`src/rtl/reduce_tree_pipe.sv`:
```
// Pipelined radix-4 OR/AND/XOR/NOR reduction tree with valid/ready flow control.
// Optional feature: define REDUCE_ACCUM_EN to add in_last/out_acc and a consumed-beat accumulator.
module reduce_tree_pipe #(
  parameter int WIDTH = 16
) (
  input  logic             clk,
  input  logic             rst_n,
  input  logic [WIDTH-1:0] in_data,
  input  logic [1:0]       in_op,
  input  logic             in_valid,
  output logic             in_ready,
`ifdef REDUCE_ACCUM_EN
  input  logic             in_last,
  output logic             out_acc,
`endif
  output logic             out_data,
  output logic [1:0]       out_op,
  output logic             out_valid,
  input  logic             out_ready
);

  localparam logic [1:0] OP_OR  = 2'b00;
  localparam logic [1:0] OP_AND = 2'b01;
  localparam logic [1:0] OP_XOR = 2'b10;
  localparam logic [1:0] OP_NOR = 2'b11;

  localparam int LEVELS = ($clog2(WIDTH) + 1) / 2;

  function automatic int lvl_width(input int lvl);
    int w;
    w = WIDTH;
    for (int i = 0; i < lvl; i++) w = (w + 3) / 4;
    return w;
  endfunction

  // Every level's registered bits live in one flat bus; this gives a level's offset in it.
  function automatic int lvl_off(input int lvl);
    int o;
    o = 0;
    for (int k = 1; k < lvl; k++) o += lvl_width(k);
    return o;
  endfunction

  localparam int TOT = lvl_off(LEVELS + 1);

  function automatic logic gate4(input logic [3:0] grp, input logic [1:0] op);
    logic r;
    case (op)
      OP_AND:  r = &grp;
      OP_XOR:  r = ^grp;
      default: r = |grp;
    endcase
    return r;
  endfunction

  logic                   en;
  logic [TOT-1:0]         data_r;
  logic [TOT-1:0]         data_nxt;
  logic [LEVELS-1:0][1:0] op_r;
  logic [LEVELS-1:0]      valid_r;

  assign en        = !out_valid || out_ready;
  assign in_ready  = en;
  assign out_data  = data_r[TOT-1];
  assign out_op    = op_r[LEVELS-1];
  assign out_valid = valid_r[LEVELS-1];

  for (genvar l = 0; l < LEVELS; l++) begin : g_lvl
    localparam int IW = lvl_width(l);
    localparam int OW = lvl_width(l + 1);
    localparam int OO = lvl_off(l + 1);
    logic [IW-1:0] src;
    logic [1:0]    src_op;
    if (l == 0) begin : g_first
      assign src    = in_data;
      assign src_op = in_op;
    end else begin : g_next
      assign src    = data_r[lvl_off(l) +: IW];
      assign src_op = op_r[l-1];
    end
    for (genvar g = 0; g < OW; g++) begin : g_grp
      logic [3:0] grp;
      for (genvar k = 0; k < 4; k++) begin : g_bit
        if (4 * g + k < IW) begin : g_in
          assign grp[k] = src[4*g+k];
        end else begin : g_pad
          assign grp[k] = (src_op == OP_AND);
        end
      end
      // NOR travels as OR and is inverted only when leaving the last level.
      if (l == LEVELS - 1) begin : g_final
        assign data_nxt[OO+g] = gate4(grp, src_op) ^ (src_op == OP_NOR);
      end else begin : g_mid
        assign data_nxt[OO+g] = gate4(grp, src_op);
      end
    end
  end

  // Advance every stage together; a stalled output freezes the whole tree.
  always_ff @(posedge clk or negedge rst_n) begin
    if (!rst_n) begin
      data_r  <= {TOT{1'b0}};
      op_r    <= {(2*LEVELS){1'b0}};
      valid_r <= {LEVELS{1'b0}};
    end else if (en) begin
      data_r     <= data_nxt;
      op_r[0]    <= in_op;
      valid_r[0] <= in_valid;
      for (int i = 1; i < LEVELS; i++) begin
        op_r[i]    <= op_r[i-1];
        valid_r[i] <= valid_r[i-1];
      end
    end
  end

`ifdef REDUCE_ACCUM_EN
  logic [LEVELS-1:0] last_r;
  logic              acc_or_r;
  logic              acc_and_r;
  logic              acc_xor_r;
  logic              pre;
  logic              sum_or;
  logic              sum_and;
  logic              sum_xor;

  assign pre     = out_data ^ (out_op == OP_NOR);
  assign sum_or  = acc_or_r | pre;
  assign sum_and = acc_and_r & pre;
  assign sum_xor = acc_xor_r ^ pre;

  // Carry the frame-end flag alongside its beat.
  always_ff @(posedge clk or negedge rst_n) begin
    if (!rst_n) begin
      last_r <= {LEVELS{1'b0}};
    end else if (en) begin
      last_r[0] <= in_last;
      for (int i = 1; i < LEVELS; i++) last_r[i] <= last_r[i-1];
    end
  end

  // All three running reductions are kept so each beat can apply its own op.
  always_ff @(posedge clk or negedge rst_n) begin
    if (!rst_n) begin
      acc_or_r  <= 1'b0;
      acc_and_r <= 1'b1;
      acc_xor_r <= 1'b0;
    end else if (out_valid && out_ready) begin
      if (last_r[LEVELS-1]) begin
        acc_or_r  <= 1'b0;
        acc_and_r <= 1'b1;
        acc_xor_r <= 1'b0;
      end else begin
        acc_or_r  <= sum_or;
        acc_and_r <= sum_and;
        acc_xor_r <= sum_xor;
      end
    end
  end

  // Select the accumulated result for the op of the beat now at the output.
  always_comb begin
    case (out_op)
      OP_AND:  out_acc = sum_and;
      OP_XOR:  out_acc = sum_xor;
      OP_NOR:  out_acc = ~sum_or;
      default: out_acc = sum_or;
    endcase
  end
`endif

endmodule
```
`config.mk`:
```
export PLATFORM = sky130hd
export DESIGN_NAME = reduce_tree_pipe
export DESIGN_NICKNAME = d
export VERILOG_FILES = /design/src/rtl/reduce_tree_pipe.sv
export SDC_FILE = /design/constraint.sdc
export NUM_CORES = 1
export LEC_CHECK = 0
export ABC_AREA = 1
export BUFFER_PORTS_ARGS = -buffer_cell sky130_fd_sc_hd__clkbuf_2
export CAP_MARGIN = 5
export CORE_MARGIN = 10
export CORE_UTILIZATION = 47
export DETAILED_ROUTE_END_ITERATION = 8
export HOLD_SLACK_MARGIN = 0.05
export PLACE_DENSITY = 0.75
export SETUP_SLACK_MARGIN = 0.3
export SKIP_CTS_REPAIR_TIMING = 1
export SLEW_MARGIN = 20
export SYNTH_ARGS = -nofsm -noshare
export SYNTH_HDL_FRONTEND = slang
export SYNTH_SLANG_ARGS = --single-unit
```
`constraint.sdc`:
```
create_clock -name clk -period 1.2 [get_ports clk]
set_input_delay 0.18 -clock clk [delete_from_list [all_inputs] [get_ports clk]]
set_output_delay 0.18 -clock clk [all_outputs]
set_load 0.005 [all_outputs]
```
-- Word level (Yosys, flattened, before mapping)
Index checks and enable logic that the tools add are counted.
W data, S select, Z words.
- shift operators: 0
- add/sub/neg operators: 0
- divide/modulo/power cells: 0
- multiply operators: 0
- multiplexer cells: 5
- reduce and logical (&&, ||, !) cells: 17
- equal/unequal tests: 5
- order comparisons: 0
- bitwise logic cells: 1
- operators with widths (kind ; count):
    $reduce_and A4 Y1 ; 5
    $reduce_or A4 Y1 ; 5
    $reduce_xor A4 Y1 ; 5
    $pmux W1 S2 ; 5
    $eq A2 B2 Y1 const B ; 3
    $eq A2 B1 Y1 const B ; 2
    $logic_not A1 Y1 ; 1
    $logic_or A1 B1 Y1 ; 1
    $xor A1 B1 Y1 ; 1
- memories kept: 0
- bits in writable memories: 0
- register bits: 11
- input bits: 22
- output and inout bits: 5
- latch bits: 0
- bits in read-only memories: 0

-- Logic depth before layout (Yosys ltp)
Gate-level depths: netlist (run 1).
- word-level depth: 3
- gate-level depth with buffers: 10
- mapped depth without buffers: 10

-- Least setup slack after synthesis (run 1)
Ideal clock, no wire load.
- kind: register to register
- start point: reg op_r (netlist bit g_lvl[1].src_op[0])
- end point: reg data_r[4]
- setup slack: 6 ps
- data arrival time: 1077 ps
- data required time: 1083 ps
- setup time: 117 ps
- cell stages (with the launch flop): 11
- cell sequence: dfrtp_1 inv_1 ha_1 inv_1 nand2_1 inv_1 nand2_1 nand2_1 nand2_1 nand3_2 nand2_1
- word-level cells in the longest chain between the ends: 3
- ends and longest elaborated chain (element ; line ; RTL):
    start, declared ; 59 ; logic [LEVELS-1:0][1:0] op_r;
    start signal, assigned ; 103 ; op_r <= {(2*LEVELS){1'b0}};
    start signal, assigned by index ; 110 ; op_r[i] <= op_r[i-1];
    $eq A2 B2 Y1 / $eq A2 B1 Y1 (equally long branches) ; 48 ; case (op)
    $pmux W1 S2 ; 48 ;
    $xor A1 B1 Y1 (*) ; 92 ; assign data_nxt[OO+g] = gate4(grp, src_op) ^ (src_op == OP_NOR);
    end signal, assigned ; 102 ; data_r <= {TOT{1'b0}};
    end signal, assigned ; 106 ; data_r <= data_nxt;
    end, declared ; 57 ; logic [TOT-1:0] data_r;
Mark *: on every way between the ends. The rest lies on a longest branch, timed or not.
A chain may end at the register's enable or synchronous reset.

-- Worst setup path in the final report (run 1)
- start point: reg data_r[2]
- end point: reg data_r[4]
- word-level cells in the longest chain between the ends: 3
- ends and longest elaborated chain (element ; line ; RTL):
    $reduce_or A4 Y1 (tied with other cells) ; 51 ; default: r = |grp;
    $pmux W1 S2 (*) ; 48 ;
    $xor A1 B1 Y1 (*) ; 92 ;
Marks and branches as above.

==> results_dict.tcl, run 1 <==
set metrics [dict create \
    multi_input_area_um2 861 \
    gp_congestion 0.804 \
    synth_top_area_share_pct 30.3 \
    post-dp-hpwl_um 2050 \
    synth_largest_area_cell "ha_1" \
    yosysSeqAreaShare_pct 26.7 \
    critPathMaxFanout 2 \
    hold_start "in_valid" \
    ant_nets 0 \
    drv_cap 0 \
    crit_family "flip-flops" \
    reg2reg_from "data_r[2]" \
    setup_viol 2 \
    viasPerCell 5.01 \
    slew_viol_final 0 \
    final.setup.tns_ns -0.134 \
    via_count 1053 \
    fillers 115 \
    die_w_um 66.8 \
    drive_gt1_share_pct 66.7 \
    synthFlopType "dfrtp_1" \
    die_h_um 66.8 \
    syn2layout_area_growth_pct 67.2 \
    startpoint "data_r[2]" \
    grt_max_degree 14 \
    num_antenna_cells 0 \
    power_per_cell_area_nw_per_um2 976 \
    critical_path.max_stage_delay_ns 0.39 \
    avgSynthCellArea_um2 8.12 \
    numPortBuffers 26 \
    cts_buffers 3 \
    synthesis.area_um2 1030 \
    hold_viol 0 \
    clk_latency_ns 0.27 \
    worst_path_most_repeated_cell "nand2_1" \
    wl_um 3160 \
    synth_edf_count 0 \
    outcome "finished, violations left" \
    fin_skew_ns 0.00992 \
    slew_headroom_pct 80.1 \
    pin_count 27 \
    async_flop_share_pct 100 \
    clkTransAtPathRegs_ns 0.08 \
    synth_top_cells_by_count "32 x inv_1, 25 x ha_1, 23 x nand3_1" \
    cp-end-kind "flop" \
    clk_path_buf_depth 2 \
    power.leakage_nw 0.881 \
    grt_pass1_vias 1027 \
    fp.coreArea_um2 2020 \
    yosysMostFrequentCell "inv_1" \
    synth_area_leaders "ha_1 30%, dfrtp_1 27%, inv_1 12%" \
    min_path_type "input port to flop" \
    rsz0062_at_grt "yes" \
    htree_levels 1 \
    grt_overflow 0 \
    start_util_pct 51.0 \
    path_class "flop to flop" \
    synth_cells 127 \
    drtIter0Drc 49 \
    fin_nets 231 \
    die-area_um2 4470 \
    min_period_ns 1.30 \
    rows 16 \
    arrival_ns 1.48 \
    cts.sinks 11 \
    ys_ff_latch 11 \
    crit_buf_inv 2 \
    cts_root_buf "clkbuf_4" \
    syn-num-nets 174 \
    grt_antenna_before_repair 0 \
    drc 0 \
    worst_pin_slew_ns 0.299 \
    wl_per_cell_um 15.1 \
    critPathRequiredTime_ns 1.37 \
    ys_types 13 \
    violations "negative setup slack" \
    cts_tree "done" \
    fmax_mhz 767 \
    setup_ws_ns -0.103 \
    firstDrtPassIters 4 \
    grt_pass1_wl_um 4170 \
    path_cells "inv_1 > ha_4 > inv_1 > nand2_2 > nand3_2 > nand2_2 > nand2_1 > nand2_1 > nand3_2 > nand2_1" \
    place_ws_ns -0.103 \
    post-route-period-util_pct 109 \
    fin_total_pwr_mw 1.68 \
    regArea_um2 277 \
    yosys_warnings 0 \
    cp-start-kind "flop" \
    track_usage_pct 11.9 \
    ir_drop_v 0.000852 \
    crit_slowest_cell "dfrtp_1" \
]
## layout make-up
class | instances | area share, %
multi-input combinational | 82 | 49.9
timing repair buffer | 53 | 20.9
sequential | 11 | 16.0
inverter | 33 | 9.65
tap | 27 | 1.96
clock buffer | 4 | 1.52
## sequential cells by signal (all words and copies together), names as in the netlist
register      flops
g_lvl.src_op      2
out_op            2
valid_r           2
data_r            5
## per-layer routing
layer / routed length [um] / vias up / GRT usage [%] / share of wire (%)
met1: 1250 / 503 / 11.9 / 40
met2: 1760 / 29 / 23.6 / 56
met5: 0 / - / 0 / 0
met4: 63 / 0 / 3.14 / 2.0
li1: - / 515 / - / -
met3: 89 / 6 / 2.51 / 2.8
## worst paths after layout
kind | to | slack (ns) | depth (start not counted)
setup / recovery | data_r[4] | -0.10 | 10
hold / removal | valid_r[0] | 0.13 | 3
setup reg to reg | data_r[4] | -0.10 | 10
hold reg to reg | valid_r[1] | 0.47 | 2
max in group asynchronous | g_lvl[1].src_op[1] | 0.64 | 2
min in group asynchronous | out_op[0] | 0.31 | 2
## stage by stage
step           utilization [%]  hold WS (ns)  instances  area (um2)
2_1_floorplan                -        -0.116        127        1220
3_3_place_gp              70.3        0.0670        186        1420
3_5_place_dp              70.3        0.0723        186        1420
4_1_cts                   71.6        -0.227        190        1450
5_1_grt                   85.3         0.115        210        1720
6_report                  85.3         0.125        210        1720
## worst min-delay path: stages
cell      delay (ns)
clkbuf_2        0.09
nand2_2         0.05
o21ai_2         0.04
## power by group
part / switching, mW / internal (mW) / total [mW] / leakage [nW]
registers: 0.0547 / 0.441 / 0.496 / 0.129
logic: 0.453 / 0.473 / 0.926 / 0.737
clock network: 0.133 / 0.129 / 0.262 / 0.0150
total: 0.640 / 1.04 / 1.68 / 0.881
## cells by family after synthesis
| kind of cell | Yosys count | synth area share (%) |
|---|---|---|
| AOI/OAI and AO/OA | 9 | 6.19 |
| adders and majority gates | 25 | 30.3 |
| buffers and inverters | 34 | 13.4 |
| DFF | 11 | 26.7 |
| and+or+nand+nor | 48 | 23.4 |
## cells in the final DEF (no fill, tap or decap), drive strengths merged
master	count
buf	31
clkbuf	25
clkinv	1
dfrtp	11
dlygate4sd3	1
ha	25
inv	32
nand2	18
nand3	25
nor2	1
o21ai	9
or2	4
Note: power is estimated with default switching activity, not from simulation.
==> run 2: changes to the inputs <==
--- a/config.mk
+++ b/config.mk
@@ -9,10 +9,11 @@
 export BUFFER_PORTS_ARGS = -buffer_cell sky130_fd_sc_hd__clkbuf_2
 export CAP_MARGIN = 5
 export CORE_MARGIN = 10
-export CORE_UTILIZATION = 47
+export CORE_UTILIZATION = 35
+export CTS_CLUSTER_DIAMETER = 150
 export DETAILED_ROUTE_END_ITERATION = 8
 export HOLD_SLACK_MARGIN = 0.05
-export PLACE_DENSITY = 0.75
+export PLACE_DENSITY_LB_ADDON = 0.15
 export SETUP_SLACK_MARGIN = 0.3
 export SKIP_CTS_REPAIR_TIMING = 1
 export SLEW_MARGIN = 20
==> run 2 against run 1 <==
Against the previous run: hold slack got worse by 0.0096 ns; sequential share of layout area increased by 0.28 points; final cell count decreased by 0.95%; largest power group unchanged; the flow still finishes with violations (negative setup slack); clock power decreased by 2%; sequential power decreased by 1%; setup slack improved by 0.047 ns.
==> results_dict.tcl, run 2 (synthesized netlist as in run 1, its figures left out) <==
set metrics [dict create \
    instances_no_fill 208 \
    setup_ws_ns -0.0559 \
    wl_um 2450 \
    firstDrtPassIters 3 \
    path_class "flop to flop" \
    start_util_pct 37.1 \
    pin_count 27 \
    post-dp-hpwl_um 1900 \
    clockPowerShare_pct 16.3 \
    reg2reg_from "g_lvl[1].src_op[0]" \
    critical_path.max_stage_delay_ns 0.41 \
    hold_start "in_valid" \
    top_register "data_r" \
    place_inst 190 \
    slew_viol_final 0 \
    die_h_um 74.3 \
    place_ws_ns -0.0674 \
    drc 0 \
    p_int_mw 1.01 \
    via_count 957 \
    cts_tree "done" \
    cts_buffers 3 \
    violations "negative setup slack" \
    cp-start-kind "flop" \
    ant_nets 0 \
    cts.sinks 11 \
    clkTransAtPathRegs_ns 0.07 \
    crit_slowest_cell "dfrtp_1" \
    hold_path_depth 3 \
    top_layer_used "met4" \
    slew_headroom_pct 80.8 \
    min_path_type "input port to flop" \
    layout_common_cells "24 x clkbuf_2, 20 x inv_2, 13 x nand2_1, 13 x nand3_1, 13 x ha_1" \
    crit_family "flip-flops" \
    critPathRequiredTime_ns 1.37 \
    routed-wl-met2_um 1330 \
    arrival_ns 1.43 \
    grt_overflow 0 \
    wl_per_cell_um 11.8 \
    path_cells "buf_6 > ha_2 > nand3_2 > nand2_1 > inv_1 > nand2_2 > nand2_1 > nand2_1 > nand3_2 > nand2_1" \
    clk_latency_ns 0.27 \
    num_antenna_cells 0 \
    grt_pass1_vias 958 \
    largest_register_ff_count 5 \
    gp_congestion 0.743 \
    post-route-period-util_pct 105 \
    hold_viol 0 \
    fin_skew_ns 0.00465 \
    htree_levels 1 \
    track_usage_pct 8.89 \
    seq_power_share_pct 31.0 \
    r2r_setup_slack_ns -0.06 \
    power_per_cell_area_nw_per_um2 934 \
    crit_buf_inv 2 \
    clk_path_buf_depth 2 \
    drive_gt1_share_pct 63.3 \
    fin_nets 225 \
    min_period_ns 1.26 \
    cp-end-kind "flop" \
    fp.coreArea_um2 2780 \
    numPortBuffers 26 \
    grt_pass1_wl_um 3930 \
    critPathMaxFanout 3 \
    cts_root_buf "clkbuf_4" \
    fin_total_pwr_mw 1.57 \
    final_cell_area_um2 1690 \
    power.leakage_nw 0.862 \
    outcome "finished, violations left" \
    rows 19 \
    die-area_um2 5520 \
    wl_met1_um 990 \
    p_switching_mw 0.566 \
    drtIter0Drc 27 \
    drv_cap 0 \
    ir_drop_v 0.00109 \
    worst_pin_slew_ns 0.288 \
    whs_endpoint "valid_r[0]" \
    syn2layout_area_growth_pct 63.6 \
    viasPerCell 4.60 \
    mostFrequentLayoutCell "clkbuf_2" \
    final.setup.tns_ns -0.0559 \
    grt_antenna_before_repair 0 \
    placed_cell_area_um2 1430 \
    wl_met3_um 102 \
    fmax_mhz 796 \
    reg2regPathDepth 10 \
    rsz0062_at_grt "yes" \
    comb_power_share_pct 52.7 \
    swShare_pct 35.9 \
    setup_viol 1 \
    timing.rr.end "data_r[4]" \
    die_w_um 74.3 \
    worst_path_most_repeated_cell "nand2_1" \
    grt_max_degree 14 \
]
run 2: cell count changes in the layout (fill, tap and decap cells not counted), sizes merged:
cell    change
buf        -11
clkbuf      +5
run 2: how the worst max path moves through the flow:
stage,from,endpoint,slack (ns),cells past startpoint
after floorplan,g_lvl[1].src_op[0],data_r[4],0.02,10
after global placement,in_data[9],data_r[2],-0.04,8
after detailed placement,g_lvl[1].src_op[0],data_r[4],-0.07,10
after CTS,g_lvl[1].src_op[0],data_r[4],-0.08,10
after global routing,g_lvl[1].src_op[1],data_r[4],-0.14,10
final,g_lvl[1].src_op[0],data_r[4],-0.06,10
run 2: area by class of cell:
cell class                 count  area (um2)
fill                         239        1090
sequential                    11         275
timing repair buffer          47         344
multi-input combinational     82         836
tap                           31        38.8
inverter                      33         166
clock buffer                   4        26.3
run 2: per-stage QoR:
stage / utilization (%) / hold slack (ns)
global placement: 51.3 / 0.0774
CTS: 52.2 / -0.215
global route: 60.6 / 0.114
floorplan: - / -0.116
finish: 60.6 / 0.116
detailed placement: 51.3 / 0.0774
run 2: metal layers:
metal,global-route usage (%),vias up
met5,0,-
met4,2.44,0
met3,2.93,2
met2,16.8,15
met1,9.13,438
li1,-,502
run 2: tightest hold or removal path: cells and delay by family:
kind	cells	cell delay, ns
AO/OA/AOI/OAI	1	0.04
buffers and inverters	1	0.08
AND/OR/NAND/NOR	1	0.05
run 2: power groups by stage:
stage / Sequential, mW / Combinational (mW) / Clock (mW)
after CTS: 0.482 / 0.612 / 0.260
after global routing: 0.498 / 0.934 / 0.297
final: 0.489 / 0.830 / 0.256
after detailed placement: 0.490 / 0.608 / 0
after floorplan: 0.488 / 0.387 / 0
after global placement: 0.488 / 0.592 / 0
